==> src/rtl/exe_wb_return_pipe.sv <==
// -----------------------------------------------------------------------------
// exe_wb_return_pipe
//
// Back end of the ID interface. Carries decoded control from ID through the
// EX, MEM and WB pipeline registers. Feeds hazard information and the
// register-file write port back to ID. Owns the data-memory req/ack handshake
// in the MEM stage, and freezes IF/ID/EX/MEM while an access is outstanding.
//
// Handshake: mem_req is high whenever the MEM stage holds a load or store.
// mem_we, mem_addr and mem_wdata are valid with it and stay stable until the
// cycle in which mem_ack is high. That cycle completes the transfer, and for a
// load mem_rdata is valid in the same cycle. An ack in the first request cycle
// completes with no stall. An ack while mem_req is low is ignored.
//
// Ports
//   clk, rst            clock, synchronous active-high reset
//   id_*                decoded instruction from ID (id_valid qualifies it)
//   hazard_detected     insert a bubble into EX (overridden by stall)
//   alu_result          ALU result for the instruction currently in EX
//   mem_ack, mem_rdata  data-memory completion and load data
//   dest_EXE, WB_EN_EXE, MEM_R_EN_EXE, dest_MEM, WB_EN_MEM
//                       hazard feedback, taken straight from EX/MEM registers
//   mem_req, mem_we, mem_addr, mem_wdata
//                       data-memory request, from the MEM register
//   stall               combinational freeze: memory op pending and not acked
//   writeEn, dest, writeVal
//                       register-file write port, from the WB register
//   stall_cycles        saturating count of stalled edges since reset
//   fsm_state           debug view of the handshake FSM (1 = waiting for ack)
// -----------------------------------------------------------------------------
module exe_wb_return_pipe #(
  parameter int ADDR_LEN      = 4,
  parameter int DATA_LEN      = 16,
  parameter int STALL_CNT_LEN = 16
) (
  input  logic                     clk,
  input  logic                     rst,
  input  logic                     id_valid,
  input  logic                     hazard_detected,
  input  logic [ADDR_LEN-1:0]      id_dest,
  input  logic                     id_WB_EN,
  input  logic                     id_MEM_R_EN,
  input  logic                     id_MEM_W_EN,
  input  logic [DATA_LEN-1:0]      id_val2,
  input  logic [DATA_LEN-1:0]      alu_result,
  input  logic                     mem_ack,
  input  logic [DATA_LEN-1:0]      mem_rdata,
  output logic [ADDR_LEN-1:0]      dest_EXE,
  output logic                     WB_EN_EXE,
  output logic                     MEM_R_EN_EXE,
  output logic [ADDR_LEN-1:0]      dest_MEM,
  output logic                     WB_EN_MEM,
  output logic                     mem_req,
  output logic                     mem_we,
  output logic [DATA_LEN-1:0]      mem_addr,
  output logic [DATA_LEN-1:0]      mem_wdata,
  output logic                     stall,
  output logic                     writeEn,
  output logic [ADDR_LEN-1:0]      dest,
  output logic [DATA_LEN-1:0]      writeVal,
  output logic [STALL_CNT_LEN-1:0] stall_cycles,
  output logic                     fsm_state
);

  typedef enum logic {
    S_IDLE = 1'b0,
    S_WAIT = 1'b1
  } state_t;

  state_t state;

  // EX stage register
  logic [ADDR_LEN-1:0] ex_dest;
  logic                ex_wb_en;
  logic                ex_mem_r_en;
  logic                ex_mem_w_en;
  logic [DATA_LEN-1:0] ex_val2;

  // MEM stage register
  logic [ADDR_LEN-1:0] mem_dest;
  logic                mem_wb_en;
  logic                mem_r_en;
  logic                mem_w_en;
  logic [DATA_LEN-1:0] mem_result;
  logic [DATA_LEN-1:0] mem_store;

  // WB stage register
  logic                wb_en;
  logic [ADDR_LEN-1:0] wb_dest;
  logic [DATA_LEN-1:0] wb_val;

  logic [STALL_CNT_LEN-1:0] stall_cnt;

  logic mem_op;
  logic stall_i;

  // Combinational stall so a zero-wait ack costs no cycle.
  assign mem_op  = mem_r_en | mem_w_en;
  assign stall_i = mem_op & ~mem_ack;

  // ---------------------------------------------------------------------------
  // EX register: holds under stall. Stall takes priority over hazard, so a
  // held instruction is never replaced by a bubble.
  // ---------------------------------------------------------------------------
  always_ff @(posedge clk) begin
    if (rst) begin
      ex_dest     <= '0;
      ex_wb_en    <= 1'b0;
      ex_mem_r_en <= 1'b0;
      ex_mem_w_en <= 1'b0;
      ex_val2     <= '0;
    end else if (!stall_i) begin
      if (hazard_detected || !id_valid) begin
        ex_dest     <= '0;
        ex_wb_en    <= 1'b0;
        ex_mem_r_en <= 1'b0;
        ex_mem_w_en <= 1'b0;
        ex_val2     <= '0;
      end else begin
        ex_dest     <= id_dest;
        ex_wb_en    <= id_WB_EN;
        ex_mem_r_en <= id_MEM_R_EN;
        ex_mem_w_en <= id_MEM_W_EN;
        ex_val2     <= id_val2;
      end
    end
  end

  // ---------------------------------------------------------------------------
  // MEM register: holds under stall so the request stays stable until ack.
  // ---------------------------------------------------------------------------
  always_ff @(posedge clk) begin
    if (rst) begin
      mem_dest   <= '0;
      mem_wb_en  <= 1'b0;
      mem_r_en   <= 1'b0;
      mem_w_en   <= 1'b0;
      mem_result <= '0;
      mem_store  <= '0;
    end else if (!stall_i) begin
      mem_dest   <= ex_dest;
      mem_wb_en  <= ex_wb_en;
      mem_r_en   <= ex_mem_r_en;
      mem_w_en   <= ex_mem_w_en;
      mem_result <= alu_result;
      mem_store  <= ex_val2;
    end
  end

  // ---------------------------------------------------------------------------
  // WB register: a stalled MEM stage hands over a bubble, so the register
  // file sees exactly one write per instruction however long the wait.
  // ---------------------------------------------------------------------------
  always_ff @(posedge clk) begin
    if (rst) begin
      wb_en   <= 1'b0;
      wb_dest <= '0;
      wb_val  <= '0;
    end else if (stall_i) begin
      wb_en   <= 1'b0;
      wb_dest <= '0;
      wb_val  <= '0;
    end else begin
      wb_en   <= mem_wb_en;
      wb_dest <= mem_dest;
      wb_val  <= mem_r_en ? mem_rdata : mem_result;
    end
  end

  // ---------------------------------------------------------------------------
  // Handshake FSM. No timeout: an ack is the only way out of WAIT. Reset
  // returns to IDLE and the cleared MEM register drops mem_req, so a late ack
  // has nothing to complete.
  // ---------------------------------------------------------------------------
  always_ff @(posedge clk) begin
    if (rst) begin
      state <= S_IDLE;
    end else begin
      case (state)
        S_IDLE:  if (mem_op && !mem_ack) state <= S_WAIT;
        S_WAIT:  if (mem_ack)            state <= S_IDLE;
        default:                         state <= S_IDLE;
      endcase
    end
  end

  // Saturating stall counter.
  always_ff @(posedge clk) begin
    if (rst) begin
      stall_cnt <= '0;
    end else if (stall_i && (stall_cnt != {STALL_CNT_LEN{1'b1}})) begin
      stall_cnt <= stall_cnt + {{(STALL_CNT_LEN-1){1'b0}}, 1'b1};
    end
  end

  assign dest_EXE     = ex_dest;
  assign WB_EN_EXE    = ex_wb_en;
  assign MEM_R_EN_EXE = ex_mem_r_en;
  assign dest_MEM     = mem_dest;
  assign WB_EN_MEM    = mem_wb_en;

  assign mem_req   = mem_op;
  assign mem_we    = mem_w_en;
  assign mem_addr  = mem_result;
  assign mem_wdata = mem_store;
  assign stall     = stall_i;

  assign writeEn  = wb_en;
  assign dest     = wb_dest;
  assign writeVal = wb_val;

  assign stall_cycles = stall_cnt;
  assign fsm_state    = (state == S_WAIT);

endmodule
==> config.mk <==
export PLATFORM = sky130hd
export DESIGN_NAME = exe_wb_return_pipe
export DESIGN_NICKNAME = d
export VERILOG_FILES = /design/src/rtl/exe_wb_return_pipe.sv
export SDC_FILE = /design/constraint.sdc
export NUM_CORES = 1
export LEC_CHECK = 0
export CAP_MARGIN = 20
export CORE_UTILIZATION = 39
export DETAILED_ROUTE_END_ITERATION = 10
export PLACE_DENSITY = 0.88
export SETUP_SLACK_MARGIN = 0.5
export SLEW_MARGIN = 20
export SYNTH_ARGS = -nofsm -noshare
export SYNTH_HDL_FRONTEND = slang
export SYNTH_SLANG_ARGS = --single-unit
==> constraint.sdc <==
create_clock -name clk -period 1.7 [get_ports clk]
set_input_delay 0.34 -clock clk [delete_from_list [all_inputs] [get_ports clk]]
set_output_delay 0.34 -clock clk [all_outputs]
set_load 0.03 [all_outputs]
==> metrics, run 1 <==
IO Port Bufs=between 100 and 150; die area=~0.01 sq mm; # placed instances=636; Antenna diodes=0; dpl cell area=between 0.005 and 0.006 sq mm; Post-synth EDFFs=0; most common cell after layout, fill and taps aside=buf_6; clock share of power=a little under a third; worst setup margin=99.66 ps; GRT overflow=0; sequential-to-total area share from yosys stat=54.24%; Psw=between 1000 and 1500 uW; H-tree levels=3; CTS max path bufs=2; Starting Density=between 40% and 50%; mapped cell area=roughly 0.0037 sq mm; Post-CTS Hold Fix Bufs=0; commonest non-fill, non-tap cells in the layout=buf_6 (101), nand2_1 (76), buf_4 (58); global-route wire length before repair=about 17000 um; CP bufs+invs=3; # fillers=just over 600; Crit path largest cell delay=roughly 370 ps; antenna violations before repair=0; Die Y=around 99 um; critical-path cell list=o21bai_4 -> inv_6 -> buf_6 -> buf_12; TritonCTS clock tree=built; # rows=35; Critical Path Start Type=flip-flop; status=complete, no violations; routed vias=between 3000 and 4000; Post-Place Setup Slack=-302.9 ps; non-filler cells, final=724; Crit path arrival time=between 1000 and 1500 ps; CP endpoint kind=primary output; FFs w/ async S/R, synth=0%; Crit-path slowest cell=dfxtp_4; Worst-path clk slew=110 ps; Synth warnings=0; VDD IR max=around 0.00046 V; worst clock skew=about 13 ps; final antenna-violating net count=0; die width=approximately 100 um; CTS sink cnt=100; vias in the first global route=around 3600; hpwl dp=7130 um; CTS Buf Count=9; Worst-Margin Slew=~350 ps; Placer Congestion=approximately 0.81; CTS root buf=clkbuf_8; Synth top area share=54.24%; crit path max fanout=3; unrepaired setup endpoints after global routing=true; Max Freq=624.9 MHz; Hold Vio Cnt, Final=0; Iter 0 DRT Violations=147; GR Util All Layers=between 20% and 30%; Syn Inst Count=just under 400; critical path class=flip-flop to primary output; Net Sw Frac=27.72%; syn_area_per_cell=about 9.6 sq um; number of max-slew violations in the final report=0; crit path time final=between 1500 and 2000 ps; fraction of layout cells with a size suffix above 1=a little over half; Avg WL per Cell=17.20 um; FF+latch count, synth=100; drt total wl=about 12000 um; Final Power=~4600 uW; Reg power frac=52.7%; CP required=around 1400 ps; Logic pwr share=~16%; Max-Cap Viols=0; synth unique cells=44; # nets final=~670; top cell type by total area after synthesis=dfxtp_1; area of the core=about 0.0092 sq mm; main flop type after synthesis=dfxtp_1; Int Power=between 3000 and 4000 uW; delay-heaviest family, CP=flip-flops; Via density=~5.2; design area=about 0.0068 sq mm; Power Density=682.5 mW/mm^2; syn nets=between 400 and 500; Synth area leaders=dfxtp_1 (54%), nand2_1 (7.8%), a21oi_1 (6.4%), a22o_1 (5.5%), mux2i_1 (4.6%); Leak Pwr=about 0.0029 uW; Layout area overhead=84.07%; DRC=0; Setup violations, final=0; largest net degree at the start of global routing=35; final core occ=approximately 74%; Clk Latency, worst-skew pair=~350 ps; Hold Crit Class=input pin to flip-flop; Slew headroom=between 70 and 80%; Final period util=roughly 94%; First-pass DRT Iterations=4; top-level I/O count=144
==> state kept, by name, indices dropped and copies added (netlist names) <==
register and cells:
ex_val2 16, mem_addr 16, mem_wdata 16, stall_cycles 16
writeVal 16, dest 4, dest_EXE 4, dest_MEM 4
MEM_R_EN_EXE 1, WB_EN_EXE 1, WB_EN_MEM 1, ex_mem_w_en 1
fsm_state 1, mem_r_en 1, mem_we 1, writeEn 1
==> power by group through the flow <==
stage	registers (uW)	clock network, uW	logic, uW
3_5_place_dp	2490	0	573
3_3_place_gp	2480	0	559
2_1_floorplan	2600	0	161
4_1_cts	2440	1490	626
5_1_grt	2450	1600	753
6_report	2440	1480	718
==> layout make-up <==
| type | instances | area [sq um] | share of cell area, % |
|---|---|---|---|
| Timing Repair Buffer | 235 | 2525 | 37.16 |
| Sequential cell | 100 | 2140 | 31.49 |
| Multi-Input combinational cell | 256 | 1767 | 26.00 |
| Tap cell | 111 | 138.9 | 2.044 |
| Clock buffer | 9 | 123.9 | 1.823 |
| Clock inverter | 7 | 70.07 | 1.031 |
| Inverter | 6 | 30.03 | 0.4420 |
==> through the flow <==
step | TNS (ps) | hold slack (ps)
2_1_floorplan | 0 | 419.3
3_3_place_gp | -11180 | 442.3
3_5_place_dp | -14470 | 444.4
4_1_cts | 0 | 381.5
5_1_grt | 0 | 396.5
6_report | 0 | 394.1
==> tightest hold or removal path, cell delays in order <==
cell and delay (ps):
dlygate4sd2_1 210, buf_4 120, nor3_1 50
==> synth_stat cells, types with 3 or more instances <==
cell	number
inv_1	5
buf_2	4
a21oi_1	47
nand3_1	3
o31ai_1	5
a22o_1	23
clkbuf_1	12
and2_1	5
or3_1	3
nand2_1	77
buf_1	3
or4_1	5
o21ai_0	3
dfxtp_1	100
nor2_1	28
mux2i_1	17
nor3_1	8
buf_4	3
==> final timing paths <==
check / end / start / depth (start not counted) / slack, ps
worst max-delay path: stall / mem_we / 4 / 100
worst min-delay path: fsm_state / mem_ack / 3 / 390
worst max register to register: ex_val2[11] / mem_we / 8 / 100
worst min register to register: mem_wdata[4] / ex_val2[4] / 2 / 460
==> kinds of logic (layout without fill, tap and decap cells) <==
group                      Yosys count  in the layout  synth area share, %
muxes                               20             20                5.729
and+or+nand+nor                    149            149                20.51
adders and majority gates            1              1               0.3389
DFF                                100            100                54.24
AOI/OAI and AO/OA                   86             86                15.08
buffers and inverters               30            257                4.102
==> routing by layer <==
layer | up-vias | track usage [%] | routed length (um)
li1 | 1790 | - | -
met1 | 1813 | 25.68 | 4896
met2 | 149 | 40.60 | 6681
met3 | 16 | 4.568 | 681
met4 | 0 | 6.787 | 191
met5 | - | 0 | 0
==> what timing repair did <==
item,CTS,global route
pin swaps,16,24
resized for setup,618,105
setup endpoints to repair,181,170
endpoints found under the hold margin,0,0
setup buffers,43,21
cloned,2,6
(Power assumes the default switching activity.)
==> run 2, diff against run 1 <==
--- a/config.mk
+++ b/config.mk
@@ -8,6 +8,7 @@
 export CAP_MARGIN = 20
 export CORE_UTILIZATION = 39
 export DETAILED_ROUTE_END_ITERATION = 10
+export MAX_ROUTING_LAYER = met4
 export PLACE_DENSITY = 0.88
 export SETUP_SLACK_MARGIN = 0.5
 export SLEW_MARGIN = 20
==> run 2 against run 1 <==
  * Combinational power barely moved
  * Sequential share of layout area up 0.082 points
  * Count of clock-buffer cells in the layout did not move
  * Wire length fell by 0.37%
  * Non-clock buffer count is 1 lower
  * Global-route usage rose by 0.64 points
  * Register-to-register slack barely moved
  * Fmax up 0.12%
  * Via count shrank 0.98%
  * Die area is the same
  * Critical path type unchanged
  * Critical endpoint unchanged
  * Largest power group unchanged
==> metrics, run 2 (synthesis results as in run 1) <==
CTS max path bufs=2; Placer Congestion=between 0.8 and 0.9; top-level I/O count=approximately 140; Worst-path clk slew=~110 ps; Hold Vio Cnt, Final=0; Antenna diodes=0; # nets final=between 600 and 700; die width=99.29 um; critical-path cell list=o21bai_4 -> inv_6 -> buf_6 -> buf_12; worst clock skew=approximately 12 ps; Net Sw Frac=between 20% and 30%; hpwl dp=between 7000 and 8000 um; Setup violations, final=0; die area=0.009858 sq mm; antenna violations before repair=0; IO Port Bufs=143; critical path class=flip-flop to primary output; routed vias=around 3700; CTS Buf Count=9; Psw=~1300 uW; Reg power frac=between 50% and 60%; number of max-slew violations in the final report=0; Crit path arrival time=approximately 1300 ps; CP endpoint kind=primary output; Max-Cap Viols=0; First-pass DRT Iterations=4; vias in the first global route=approximately 3600; Iter 0 DRT Violations=~120; Leak Pwr=roughly 0.0028 uW; crit path time final=approximately 1600 ps; Via density=5.160; Logic pwr share=15.4%; Final period util=94.02%; Hold Crit Class=input pin to flip-flop; most common cell after layout, fill and taps aside=buf_6; GRT overflow=0; Layout area overhead=83.69%; Power Density=between 600 and 700 mW/mm^2; area of the core=~0.0092 sq mm; worst-case hold slack=a little under 400 ps; commonest non-fill, non-tap cells in the layout=buf_6 (101), nand2_1 (76), buf_4 (57), clkdlybuf4s50_1 (57), dfxtp_2 (54); Final Power=roughly 4600 uW; crit path max fanout=3; Worst-Margin Slew=between 300 and 400 ps; largest net degree at the start of global routing=35; status=complete, no violations; Max Freq=approximately 630 MHz; Starting Density=between 40 and 50%; fraction of layout cells with a size suffix above 1=a little over half; Critical Path Start Type=flip-flop; GR Util All Layers=22.72%; CTS root buf=clkbuf_8; Slew headroom=between 70% and 80%; TritonCTS clock tree=built; global-route wire length before repair=roughly 17000 um; drt total wl=roughly 12000 um; final antenna-violating net count=0; # rows=35; DRC=0; Crit path largest cell delay=370 ps; Avg WL per Cell=approximately 17 um; H-tree levels=3; unrepaired setup endpoints after global routing=true; VDD IR max=between 0.0004 and 0.0005 V; Crit-path slowest cell=dfxtp_4; Die Y=around 99 um; Clk Latency, worst-skew pair=360 ps; CP required=approximately 1400 ps; CTS sink cnt=100; Int Power=about 3300 uW; clock share of power=31.8%
[run 2: cell types whose count changed in the layout (fill, tap and decap cells not counted)]
cell	previous run	this run
a21oi_1	43	44
a21oi_2	4	3
buf_4	58	57
dfxtp_1	28	27
dfxtp_2	53	54
or4_1	2	3
or4_4	3	2
[run 2: power groups by stage]
stage	Sequential [uW]	Clock, uW	Combinational (uW)
6_report	2440	1470	715
5_1_grt	2450	1600	750
4_1_cts	2440	1490	626
3_5_place_dp	2490	0	573
3_3_place_gp	2480	0	559
2_1_floorplan	2600	0	161
[run 2: what timing repair did]
action                                  4_1_cts  5_1_grt
hold buffers                                  0        0
pin swaps                                    16       24
resized for setup                           618      104
endpoints found under the setup margin      181      170
cloned                                        2        6
setup buffers                                43       20
[run 2: critical path, delay by kind of cell (launching register included)]
| family | cells | cell delay [ps] |
|---|---|---|
| flops | 1 | 370 |
| buf+inv | 3 | 310 |
| compound gates | 1 | 230 |
[run 2: path summary, 6_finish.rpt]
check / slack, ps / cells past startpoint / startpoint / endpoint
max: 100 / 4 / mem_we / stall
min: 390 / 3 / mem_ack / fsm_state
max reg2reg: 100 / 8 / mem_we / ex_val2[4]
min reg2reg: 460 / 2 / ex_val2[4] / mem_wdata[4]
[run 2: layout make-up]
cell class	instances	area, sq um
multi-input combinational	256	1759
fill	606	2416
clock buffer	9	123.9
inverter	6	30.03
sequential	100	2141
tap	111	138.9
timing repair buffer	234	2517
clock inverter	7	70.07
[run 2: metal layers]
| layer | track usage (%) | part of all wire, % |
|---|---|---|
| met1 | 26.07 | 40 |
| met2 | 40.60 | 54 |
| met3 | 3.795 | 4.5 |
| met4 | 6.787 | 1.5 |
| met5 | - | 0 |
[run 2: per-stage QoR]
step	area (sq um)	utilization [%]	worst slack [ps]	std cells	setup TNS, ps
2_1_floorplan	3869	-	86.09	386	0
3_3_place_gp	5423	58.97	-253.3	636	-11180
6_report	6780	73.73	101.6	723	0
3_5_place_dp	5423	58.97	-302.9	636	-14470
5_1_grt	6780	73.73	32.38	723	0
4_1_cts	6177	67.17	103.1	697	0
==> run 3, diff against run 2 <==
--- a/config.mk
+++ b/config.mk
@@ -6,10 +6,10 @@
 export NUM_CORES = 1
 export LEC_CHECK = 0
 export CAP_MARGIN = 20
-export CORE_UTILIZATION = 39
+export CORE_UTILIZATION = 40
 export DETAILED_ROUTE_END_ITERATION = 10
 export MAX_ROUTING_LAYER = met4
-export PLACE_DENSITY = 0.88
+export PLACE_DENSITY = 0.86
 export SETUP_SLACK_MARGIN = 0.5
 export SLEW_MARGIN = 20
 export SYNTH_ARGS = -nofsm -noshare
==> constraint.sdc (replaced) <==
create_clock -name clk -period 1.8 [get_ports clk]
set_input_delay 0.36 -clock clk [delete_from_list [all_inputs] [get_ports clk]]
set_output_delay 0.36 -clock clk [all_outputs]
set_load 0.03 [all_outputs]
==> run 3 against run 2 <==
  * The flow now finishes with violations (DRC)
  * Power down 6.3%
  * Highest routed layer unchanged
  * Clock power down 3%
  * Cell count down 3.2%
  * Global-route usage up 1.1 points
  * Sequential power down 6%
  * Critical endpoint is now stall_cycles[13]
  * Design area down 5.7%
==> metrics, run 3 (synthesis results as in run 1) <==
unrepaired setup endpoints after global routing=true; final core occ=between 70% and 80%; Clk Latency, worst-skew pair=360 ps; Avg WL per Cell=18.09 um; Max-Cap Viols=0; Antenna diodes=0; worst-case hold slack=between 400 and 500 ps; Starting Density=approximately two fifths; Worst R2R Path Depth=5; Crit path largest cell delay=about 400 ps; final antenna-violating net count=0; Max Freq=roughly 600 MHz; DRC=10; crit path max fanout=5; critical path class=flip-flop to flip-flop; antenna violations before repair=0; CTS Buf Count=9; area of the core=between 0.008 and 0.009 sq mm; hpwl dp=around 7200 um; violated checks=DRC; routed vias=around 3700; most common cell after layout, fill and taps aside=buf_4; Hold Vio Cnt, Final=0; Worst-path clk slew=roughly 100 ps; Slew headroom=between 70% and 80%; TritonCTS clock tree=built; Hold Path End=fsm_state; Crit-path slowest cell=dfxtp_4; Power Density=678.8 mW/mm^2; IO Port Bufs=143; Via density=~5.3; Hold Crit Class=input pin to flip-flop; global-route wire length before repair=17520 um; # nets final=649; fraction of layout cells with a size suffix above 1=48.14%; Critical Path Start Type=flip-flop; H-tree levels=3; number of max-slew violations in the final report=0; First-pass DRT Iterations=8; r2r endpoint=stall_cycles[13]; die width=approximately 98 um; drt total wl=12660 um; Iter 0 DRT Violations=138; CTS sink cnt=100; Setup violations, final=0; flop2flop setup slack=160 ps; Placer Congestion=0.8532; min-delay src=mem_ack; largest net degree at the start of global routing=24; VDD IR max=between 0.0004 and 0.0005 V; Final period util=between 90% and 100%; R2R Path Start=stall_cycles[0]; # rows=34; CTS max path bufs=2; Die Y=98.06 um; status=finished with violations; CP required=between 2000 and 2500 ps; CP endpoint kind=flip-flop; crit path time final=~1600 ps; commonest non-fill, non-tap cells in the layout=buf_4 (77), nand2_1 (64), clkdlybuf4s50_1 (57); GRT overflow=0; vias in the first global route=roughly 3600; GR Util All Layers=a little under a quarter; Crit path arrival time=between 1500 and 2000 ps; worst clock skew=12.09 ps; critical-path cell list=ha_4 -> inv_4 -> nor4_4 -> and4bb_1 -> mux2_4; Leak Pwr=~0.0027 uW; Layout area overhead=73.25%; top-level I/O count=between 100 and 150; CTS root buf=clkbuf_8; die area=about 0.0096 sq mm; Hold Path Cell Cnt=3; Worst-Margin Slew=~350 ps
[run 3: area by class of cell]
class	count	area [sq um]
inverters	6	30.03
flip-flops and latches	100	2107
multi-input cells	256	1822
fillers	633	2454
clock buffers	9	123.9
repair buffers	215	2113
clock inverters	6	63.81
well taps	108	135.1
[run 3: worst max-delay path by stage]
| stage | start | end | slack (ps) | cells after the start |
|---|---|---|---|---|
| 3_3_place_gp | mem_ack | stall_cycles[11] | -180 | 6 |
| 4_1_cts | mem_r_en | mem_req | 200 | 3 |
| 3_5_place_dp | mem_ack | stall_cycles[11] | -250 | 6 |
| 2_1_floorplan | stall_cycles[12] | stall_cycles[15] | 190 | 4 |
| 6_report | stall_cycles[0] | stall_cycles[13] | 160 | 5 |
| 5_1_grt | stall_cycles[0] | stall_cycles[13] | 110 | 5 |
[run 3: stage by stage]
step	instances	total power, uW	instance area [sq um]	setup TNS, ps	worst slack, ps
after floorplan	386	2598	3825	0	185.8
after global placement	635	2872	5406	-4726	-177.4
after detailed placement	635	2885	5406	-7570	-248.5
after CTS	680	4269	5751	0	201.7
after global routing	700	4504	6395	0	107.3
final	700	4341	6395	0	165.0
[run 3: metal layers]
layer  wire length [um]  global-route usage [%]
met2               6695                   40.41
met5                  0                       -
met1               5103                   27.77
met3                618                   4.653
met4                246                   9.091
[run 3: power breakdown]
group          total (uW)  switching, uW  internal [uW]
clock network        1420            781            640
logic                 619            311            308
registers            2300           44.6           2260
total                4340           1140           3210
[run 3: what timing repair did]
action | CTS | global route
pin swaps | 17 | 20
gates resized for setup | 482 | 163
setup endpoints to repair | 181 | 146
gates cloned | 6 | 8
hold buffers | 0 | 0
setup buffers | 24 | 12
[run 3: critical path: cells and delay by family, from the launching register on]
family | cells | cell delay (ps)
muxes | 1 | 300
and+or+nand+nor | 2 | 620
DFF | 1 | 400
buffers and inverters | 1 | 40
adders and majority gates | 1 | 160
